$ cat config.mk
export PLATFORM = sky130hd
export DESIGN_NAME = instr_dispatch
export DESIGN_NICKNAME = d
export VERILOG_FILES = /design/src/rtl/ssm_dispatch_pkg.sv /design/src/rtl/instr_dispatch_watchdog.sv /design/src/rtl/instr_dispatch.sv
export SDC_FILE = /design/constraint.sdc
export NUM_CORES = 1
export LEC_CHECK = 0
export BUFFER_PORTS_ARGS = -buffer_cell sky130_fd_sc_hd__buf_2
export CAP_MARGIN = 40
export CORE_MARGIN = 5
export CORE_UTILIZATION = 35
export DETAILED_ROUTE_END_ITERATION = 7
export SYNTH_ARGS = -nofsm -noshare
export SYNTH_HDL_FRONTEND = slang
export SYNTH_SLANG_ARGS = --single-unit
$ cat constraint.sdc
create_clock -name clock -period 2.25 [get_ports clock]
set_clock_uncertainty 0.15 [all_clocks]
set_input_delay 0.45 -clock clock [delete_from_list [all_inputs] [get_ports clock]]
set_output_delay 0.45 -clock clock [all_outputs]
set_load 0.01 [all_outputs]
$ cat src/rtl/ssm_dispatch_pkg.sv
// Shared definitions for the instruction dispatch controller: instruction
// field layout, class/opcode codes and the controller state encoding.
package ssm_dispatch_pkg;

  localparam int INSTR_W = 18;

  // Instruction word layout: [17:16] class, [15:12] opcode, [11:6] p1, [5:0] p2
  localparam int CLS_HI = 17;
  localparam int CLS_LO = 16;
  localparam int OP_HI  = 15;
  localparam int OP_LO  = 12;
  localparam int P1_HI  = 11;
  localparam int P1_LO  = 6;
  localparam int P2_HI  = 5;
  localparam int P2_LO  = 0;

  typedef enum logic [1:0] {
    CLS_REG = 2'b00,
    CLS_IMM = 2'b01,
    CLS_MEM = 2'b10,
    CLS_SYS = 2'b11
  } cls_e;

  // System class: opcode 0 is NOP, anything else halts
  localparam logic [3:0] SYS_NOP = 4'd0;

  typedef enum logic [2:0] {
    S_IDLE,
    S_FETCH,
    S_DECODE,
    S_ISSUE,
    S_WAIT,
    S_NEXT,
    S_HALTED,
    S_ERROR
  } state_e;

endpackage

$ cat src/rtl/instr_dispatch_watchdog.sv
// 8-bit watchdog for the WAIT state: cleared when an instruction is issued,
// counts while enabled, flags the edge on which the count reaches TIMEOUT.
module dispatch_watchdog #(
  parameter int TIMEOUT = 64
) (
  input  logic clock,
  input  logic reset,
  input  logic clr_i,
  input  logic en_i,
  output logic expired_o
);

  logic [7:0] cnt_q, cnt_d;

  // Next count: clear wins over enable
  always_comb begin
    cnt_d = cnt_q;
    if (clr_i)     cnt_d = 8'd0;
    else if (en_i) cnt_d = cnt_q + 8'd1;
  end

  // Count register
  always_ff @(posedge clock or posedge reset) begin
    if (reset) cnt_q <= 8'd0;
    else       cnt_q <= cnt_d;
  end

  // High in the cycle whose closing edge brings the count to TIMEOUT
  assign expired_o = en_i && (cnt_q == 8'(TIMEOUT - 1));

endmodule

$ cat src/rtl/instr_dispatch.sv
// Fetch/decode/dispatch controller: fetches one instruction per pass, issues a
// single start pulse to the matching execution FSM, waits for its done, then
// advances the PC. All outputs are decoded from registered state.
module instr_dispatch
  import ssm_dispatch_pkg::*;
#(
  parameter int PC_W    = 8,
  parameter int TIMEOUT = 64
) (
  input  logic               clock,
  input  logic               reset,
  input  logic               run,
  input  logic [INSTR_W-1:0] instr_data,
  input  logic               instr_valid,
  input  logic               done_reg,
  input  logic               done_imm,
  input  logic               done_mem,
  output logic [PC_W-1:0]    pc,
  output logic               instr_rd_en,
  output logic               start_reg,
  output logic               start_imm,
  output logic               start_mem,
  output logic [3:0]         opcode,
  output logic [5:0]         param1,
  output logic [5:0]         param2,
  output logic               busy,
  output logic               halted,
  output logic               error,
  output logic [15:0]        retired
);

  state_e             state_q, state_d;
  logic [INSTR_W-1:0] ir_q, ir_d;
  logic [PC_W-1:0]    pc_q, pc_d;
  logic [15:0]        ret_q, ret_d;
  cls_e               cls;
  logic [3:0]         op;
  logic               sel_done;
  logic               wd_expired;

  assign cls = cls_e'(ir_q[CLS_HI:CLS_LO]);
  assign op  = ir_q[OP_HI:OP_LO];

  dispatch_watchdog #(.TIMEOUT(TIMEOUT)) u_wd (
    .clock     (clock),
    .reset     (reset),
    .clr_i     (state_q == S_ISSUE),
    .en_i      (state_q == S_WAIT),
    .expired_o (wd_expired)
  );

  // Only the done of the FSM that was started may complete the instruction
  always_comb begin
    case (cls)
      CLS_REG: sel_done = done_reg;
      CLS_IMM: sel_done = done_imm;
      CLS_MEM: sel_done = done_mem;
      default: sel_done = 1'b0;
    endcase
  end

  // State register
  always_ff @(posedge clock or posedge reset) begin
    if (reset) state_q <= S_IDLE;
    else       state_q <= state_d;
  end

  // Next-state logic; done takes priority over a same-cycle watchdog expiry
  always_comb begin
    state_d = state_q;
    case (state_q)
      S_IDLE:   if (run) state_d = S_FETCH;
      S_FETCH:  if (instr_valid) state_d = S_DECODE;
      S_DECODE: begin
        if (cls != CLS_SYS)    state_d = S_ISSUE;
        else if (op == SYS_NOP) state_d = S_NEXT;
        else                    state_d = S_HALTED;
      end
      S_ISSUE:  state_d = S_WAIT;
      S_WAIT: begin
        if (sel_done)        state_d = S_NEXT;
        else if (wd_expired) state_d = S_ERROR;
      end
      S_NEXT:   state_d = run ? S_FETCH : S_IDLE;
      default:  state_d = state_q;
    endcase
  end

  // Datapath next values: capture in FETCH, advance PC/retired leaving NEXT
  always_comb begin
    ir_d  = ir_q;
    pc_d  = pc_q;
    ret_d = ret_q;
    if (state_q == S_FETCH && instr_valid) ir_d = instr_data;
    if (state_q == S_NEXT) begin
      pc_d  = pc_q + PC_W'(1);
      ret_d = ret_q + 16'd1;
    end
  end

  // Datapath registers
  always_ff @(posedge clock or posedge reset) begin
    if (reset) begin
      ir_q  <= '0;
      pc_q  <= '0;
      ret_q <= '0;
    end else begin
      ir_q  <= ir_d;
      pc_q  <= pc_d;
      ret_q <= ret_d;
    end
  end

  // Moore outputs from state and the instruction register
  always_comb begin
    instr_rd_en = 1'b0;
    start_reg   = 1'b0;
    start_imm   = 1'b0;
    start_mem   = 1'b0;
    busy        = 1'b1;
    halted      = 1'b0;
    error       = 1'b0;
    case (state_q)
      S_IDLE:   busy = 1'b0;
      S_FETCH:  instr_rd_en = 1'b1;
      S_ISSUE: begin
        start_reg = (cls == CLS_REG);
        start_imm = (cls == CLS_IMM);
        start_mem = (cls == CLS_MEM);
      end
      S_HALTED: begin busy = 1'b0; halted = 1'b1; end
      S_ERROR:  begin busy = 1'b0; error  = 1'b1; end
      default:  ;
    endcase
    pc      = pc_q;
    retired = ret_q;
    opcode  = ir_q[OP_HI:OP_LO];
    param1  = ir_q[P1_HI:P1_LO];
    param2  = ir_q[P2_HI:P2_LO];
  end

endmodule
==> results.sh, run 1 <==
export IMPL_drtIter0Drc=56
export IMPL_via_per_inst=4.64
export IMPL_wirelength_mm=5.13
export IMPL_pwr_share_seq=0.422
export IMPL_start_util=0.361
export IMPL_setup_violations=0
export IMPL_hold_path_class="in2async"
export IMPL_synth_top_family_by_area="simple AND/OR/NAND/NOR gates"
export IMPL_seq_area_frac_synth=0.504
export IMPL_power_leakage_nw=1.56
export IMPL_dr_pass1_iters=4
export IMPL_numClockSinks=53
export IMPL_grt_start_max_net_pins=54
export IMPL_synthAdderAreaFrac=0.0238
export IMPL_layout_nets=321
export IMPL_synthesis_nets=259
export IMPL_stdcell_area_um2=3140
export IMPL_period_share=0.918
export IMPL_clkTransAtPathRegs_ps=100
export IMPL_hpwl_mm=3.84
export IMPL_powerDensity_nw_per_um2=1150
export IMPL_htree_levels=2
export IMPL_synth_xor_area_frac=0.0733
export IMPL_synth_compound_area_frac=0.0647
export IMPL_drc_errors=0
export IMPL_worst_pin_slew_ps=389
export IMPL_yosysUniqueCellTypes=46
export IMPL_p_switching_w=0.00130
export IMPL_fp_dieArea_um2=9350
export IMPL_vias=1813
export IMPL_finalHoldViolCount=0
export IMPL_worstPathBufferInverterCount=1
export IMPL_final_cells=391
export IMPL_rows=31
export IMPL_maxSlewHeadroom=0.738
export IMPL_cts_tree="done"
export IMPL_antenna_found_initial=0
export IMPL_clockRootBuffer="clkbuf_8"
export IMPL_slew_violations=0
export IMPL_worstPathCellList="nand3b_1 -> nor3b_1 -> buf_2"
export IMPL_p_int_w=0.00232
export IMPL_diodes=0
export IMPL_crit_family="simple AND/OR/NAND/NOR gates"
export IMPL_die_h_um=96.7
export IMPL_min_period_ps=2070
export IMPL_area_delta_synth_final_pct=19.3
export IMPL_crit_arrival_ps=1470
export IMPL_power_frac_clock=0.188
export IMPL_fmax_ghz=0.484
export IMPL_outcome="completed"
export IMPL_maxCapViolCount=0
export IMPL_grt_pass1_wl_mm=8.65
export IMPL_synth_mux_area_frac=0.105
export IMPL_yosys_warnings=0
export IMPL_whs_ps=30.1
export IMPL_die_w_um=96.7
export IMPL_cp_start_kind="register"
export IMPL_cp_slowest_cell="dfrtp_2"
export IMPL_grt_total_usage=0.109
export IMPL_syn_area_um2=2630
export IMPL_ys_seq_elements=53
export IMPL_drive_gt1_frac=0.408
export IMPL_ir_drop_v=0.000601
export IMPL_cts_made_buffers=5
export IMPL_endpoint_kind="output port"
export IMPL_avgSynthCellArea_um2=11.5
export IMPL_place_inst=380
export IMPL_fill_cells=729
export IMPL_ios=72
export IMPL_p_sw_frac=0.359
export IMPL_tns_ps=0
export IMPL_routabilityCongestion=0.796
export IMPL_crit_type="reg2out"
export IMPL_yosys_area_share_simple=0.156
export IMPL_coreArea_um2=7290
export IMPL_clk_latency_ps=300
export IMPL_port_buffers=71
export IMPL_placed_cell_area_um2=2990
export IMPL_ant_nets=0
export IMPL_first_global_vias=1787
export IMPL_critPathRequiredTime_ps=1650
export IMPL_crit_fanout=9
export IMPL_clk_path_buf_depth=2
export IMPL_wl_per_cell_um=13.1
export IMPL_slowest_delay_ps=490
export IMPL_grt_setup_unrepaired="no"
export IMPL_power_frac_comb=0.390
export IMPL_overflow=0
export IMPL_syn_instance_count=229
## timing repair
item,4_1_cts,5_1_grt
setup endpoints to repair,2,4
cloned,0,0
hold buffers,0,0
setup buffers,0,3
endpoints found under the hold margin,0,0
resized for setup,1,2
## final timing paths
path / from / endpoint / slack [ps] / cells after the start
max reg2reg: state_q[2]$_DFFE_PP0P_ / state_q[2]$_DFFE_PP0P_ / 440 / 5
min: reset / ir_q[3]$_DFFE_PP0P_ / 30 / 3
max: state_q[2]$_DFFE_PP0P_ / start_imm / 180 / 3
max in group asynchronous: reset / state_q[0]$_DFFE_PP0P_ / 1660 / 3
min reg2reg: pc[7]$_DFFE_PP0N_ / pc[7]$_DFFE_PP0N_ / 320 / 1
min in group clock: instr_data[0] / ir_q[0]$_DFFE_PP0P_ / 220 / 2
## sequential cells by signal (all words and copies together) (netlist names)
name and cells:
ir_q 18, retired 16, pc 8, u_wd.cnt_q 8
state_q 3
## layer usage
metal	vias up	track usage	share of wire	wire length (µm)
met5	-	0	0	0
met4	0	0.0292	0.0066	34
met3	4	0.0424	0.077	395
met2	59	0.159	0.43	2230
met1	843	0.152	0.48	2470
li1	907	-	-	-
## power groups by stage
stage               Clock [W]  Combinational (W)  Sequential (W)
finish               0.000680            0.00141         0.00152
global route         0.000733            0.00158         0.00158
CTS                  0.000707            0.00137         0.00156
detailed placement          0            0.00136         0.00157
global placement            0            0.00134         0.00157
floorplan                   0            0.00118         0.00148
## layout make-up
cell class                 instances  area (µm²)  share of cell area
multi-input combinational        145        1110               0.354
inverter                           7        26.3             0.00837
sequential                        53        1330               0.424
timing repair buffer              79         428               0.136
clock buffer                       6        82.6              0.0263
tap                               99         124              0.0395
clock inverter                     2        37.5              0.0120
## cell families after synthesis
logic type | count (synthesis)
flip-flops | 53
AND/OR/NAND/NOR | 68
adder cells (fa/ha/maj) | 5
XOR/XNOR | 22
multiplexers | 25
buffers and inverters | 31
AO/OA/AOI/OAI | 25
## worst reg2reg max path, delay by kind of cell (launching register included)
| family | cells | cell delay [ps] |
|---|---|---|
| flip-flops | 1 | 490 |
| adder cells (fa/ha/maj) | 1 | 300 |
| buffers and inverters | 2 | 280 |
| AO/OA/AOI/OAI | 2 | 540 |
## stage by stage
stage | power [W] | utilization | worst slack [ps]
5_1_grt | 0.00390 | 0.430 | 26.1
3_3_place_gp | 0.00291 | 0.410 | 337
3_5_place_dp | 0.00294 | 0.410 | 295
4_1_cts | 0.00363 | 0.427 | 59.1
2_1_floorplan | 0.00265 | - | 364
6_report | 0.00361 | 0.430 | 184
## placed cells by master, fill, tap and decap left out, types with 4 or more instances in the layout
| master | count |
|---|---|
| buf_2 | 71 |
| mux2i_1 | 5 |
| nand3_1 | 6 |
| buf_4 | 7 |
| xor2_1 | 8 |
| mux2_2 | 20 |
| nand2_1 | 17 |
| nor2_1 | 9 |
| inv_1 | 6 |
| ha_1 | 5 |
| o21ai_0 | 8 |
| xnor2_1 | 14 |
| dfrtp_1 | 50 |
| and3_1 | 4 |
| a21oi_1 | 4 |
| nor3_1 | 5 |
| clkbuf_8 | 6 |
| nand4_1 | 6 |
## cell usage after synthesis, drive strengths merged
cell type	number	share of area
buf	24	0.064
nor2b	1	0.0024
nand3	6	0.011
a22o	1	0.0033
a21o	3	0.0086
or4	1	0.0029
o21ai	9	0.017
a21oi	4	0.0076
nor3b	3	0.010
mux2i	5	0.019
and4	2	0.0067
nand3b	2	0.0057
o2111ai	1	0.0033
o31a	1	0.0033
o211ai	2	0.0076
nand2	17	0.024
o31ai	1	0.0048
or2	2	0.0057
nand4	6	0.014
nand4b	1	0.0090
mux2	20	0.086
a32oi	1	0.0033
xor2	8	0.027
and3b	1	0.0033
inv	7	0.010
ha	5	0.024
o41ai	1	0.0033
nor3	5	0.0095
nor4	3	0.013
xnor2	14	0.047
nand2b	1	0.0024
or3b	2	0.0076
and2	2	0.0048
and3	4	0.0095
nor2	9	0.013
dfrtp	53	0.50
a31oi	1	0.0024
(Power assumes the default switching activity.)
==> run 2, diff against run 1 <==
--- a/config.mk
+++ b/config.mk
@@ -7,9 +7,10 @@
 export LEC_CHECK = 0
 export BUFFER_PORTS_ARGS = -buffer_cell sky130_fd_sc_hd__buf_2
 export CAP_MARGIN = 40
-export CORE_MARGIN = 5
+export CORE_MARGIN = 3
 export CORE_UTILIZATION = 35
 export DETAILED_ROUTE_END_ITERATION = 7
+export MAX_ROUTING_LAYER = met4
 export SYNTH_ARGS = -nofsm -noshare
 export SYNTH_HDL_FRONTEND = slang
 export SYNTH_SLANG_ARGS = --single-unit
==> results.sh, run 2 (same netlist as run 1, synthesis figures left out) <==
export IMPL_regToRegStartpoint="state_q[2]$_DFFE_PP0P_"
export IMPL_layout_common_cells="buf_2 (71), dfrtp_1 (52), mux2_2 (20)"
export IMPL_whs_ps=-0.707
export IMPL_dr_pass1_iters=4
export IMPL_cts_setup_buffers=0
export IMPL_crit_end="instr_rd_en"
export IMPL_final_common_cell="buf_2"
export IMPL_worst_pin_slew_ps=475
export IMPL_grt_total_usage=0.130
export IMPL_drive_gt1_frac=0.397
export IMPL_coreArea_um2=7020
export IMPL_grt_setup_unrepaired="no"
export IMPL_cts_tree="done"
export IMPL_numClockSinks=53
export IMPL_wl_per_cell_um=13.2
export IMPL_pwr_share_seq=0.451
export IMPL_htree_levels=2
export IMPL_reg2reg_depth=5
export IMPL_vias=1834
export IMPL_endpoint_kind="output port"
export IMPL_regMostFlops="ir_q"
export IMPL_rows=30
export IMPL_clk_latency_ps=300
export IMPL_clockRootBuffer="clkbuf_8"
export IMPL_power_frac_comb=0.394
export IMPL_crit_arrival_ps=1460
export IMPL_finalHoldViolCount=3
export IMPL_port_buffers=71
export IMPL_p_switching_w=0.00129
export IMPL_hold_path_class="in2async"
export IMPL_ant_nets=0
export IMPL_wirelength_mm=5.11
export IMPL_slew_violations=0
export IMPL_ios=72
export IMPL_min_period_ps=2060
export IMPL_reg2reg_to="state_q[2]$_DFFE_PP0P_"
export IMPL_p_int_w=0.00215
export IMPL_routabilityCongestion=0.920
export IMPL_layout_nets=321
export IMPL_area_delta_synth_final_pct=17.4
export IMPL_worst_slack_ps=193
export IMPL_worstSetupStartpoint="state_q[0]$_DFFE_PP0P_"
export IMPL_cp_start_kind="register"
export IMPL_drc_errors=0
export IMPL_setup_violations=0
export IMPL_fp_dieArea_um2=8590
export IMPL_clk_path_buf_depth=2
export IMPL_clkTransAtPathRegs_ps=90
export IMPL_power_frac_clock=0.155
export IMPL_failed_checks="negative hold slack"
export IMPL_ir_drop_v=0.000567
export IMPL_die_h_um=92.7
export IMPL_start_util=0.375
export IMPL_die_w_um=92.7
export IMPL_reg2reg_slack_ps=460
export IMPL_grt_start_max_net_pins=24
export IMPL_critPathRequiredTime_ps=1650
export IMPL_p_sw_frac=0.374
export IMPL_stdcell_area_um2=3090
export IMPL_cts_resized_gates=0
export IMPL_antenna_found_initial=0
export IMPL_largest_reg_flops=18
export IMPL_maxSlewHeadroom=0.683
export IMPL_crit_type="reg2out"
export IMPL_period_share=0.914
export IMPL_powerDensity_nw_per_um2=1110
export IMPL_drtIter0Drc=73
export IMPL_via_per_inst=4.73
export IMPL_outcome="complete, but fails checks"
export IMPL_crit_fanout=8
export IMPL_dp_slack_ps=405
export IMPL_power_leakage_nw=1.54
export IMPL_diodes=0
export IMPL_first_global_vias=1783
export IMPL_cts_hold_buf=0
export IMPL_tns_ps=0
export IMPL_cts_made_buffers=5
export IMPL_fmax_ghz=0.486
export IMPL_grt_pass1_wl_mm=8.76
export IMPL_overflow=0
export IMPL_hpwl_mm=3.90
export IMPL_maxCapViolCount=0
export IMPL_placed_cell_area_um2=3000
run 2: routing by layer:
metal	vias up	share of wire	GRT usage
li1	905	-	-
met1	876	0.48	0.181
met2	49	0.46	0.194
met3	4	0.049	0.0276
met4	0	0.0084	0.0366
met5	-	0	-
run 2: critical path, stage by stage, from the launching register on:
cell and delay [ps]:
dfrtp_1 520, buf_4 210, inv_1 90, nor3_1 160
buf_2 160
run 2: power groups by stage:
stage               clock network (W)  logic (W)  registers [W]
floorplan                           0    0.00118        0.00148
global placement                    0    0.00136        0.00156
detailed placement                  0    0.00138        0.00158
CTS                          0.000570    0.00138        0.00156
global route                 0.000599    0.00153        0.00162
finish                       0.000533    0.00136        0.00155
run 2: worst min-delay path by stage:
stage / end / from / slack [ps] / depth (start not counted)
final: ir_q[3]$_DFFE_PP0P_ / reset / -0.7 / 2
after global routing: ir_q[3]$_DFFE_PP0P_ / reset / 30 / 2
after CTS: ir_q[17]$_DFFE_PP0P_ / reset / 2 / 2
after detailed placement: retired[15]$_DFFE_PP0N_ / retired[15]$_DFFE_PP0N_ / 310 / 1
after global placement: retired[15]$_DFFE_PP0N_ / retired[15]$_DFFE_PP0N_ / 310 / 1
after floorplan: u_wd.cnt_q[7]$_DFFE_PP0P_ / u_wd.cnt_q[7]$_DFFE_PP0P_ / 300 / 1
run 2: cell type report:
class / count / area (µm²)
Fill cell: 708 / 3930
Sequential cell: 53 / 1330
Multi-Input combinational cell: 145 / 1110
Timing Repair Buffer: 79 / 415
Tap cell: 96 / 120
Clock buffer: 6 / 72.6
Inverter: 7 / 26.3
Clock inverter: 2 / 15.0
run 2: metrics by stage:
stage	power (W)	hold slack [ps]	instances	utilization
6_report	0.00344	-0.707	388	0.440
4_1_cts	0.00351	2.45	388	0.440
3_3_place_gp	0.00293	307	380	0.427
5_1_grt	0.00375	34.9	388	0.440
2_1_floorplan	0.00265	295	229	-
3_5_place_dp	0.00295	315	380	0.427
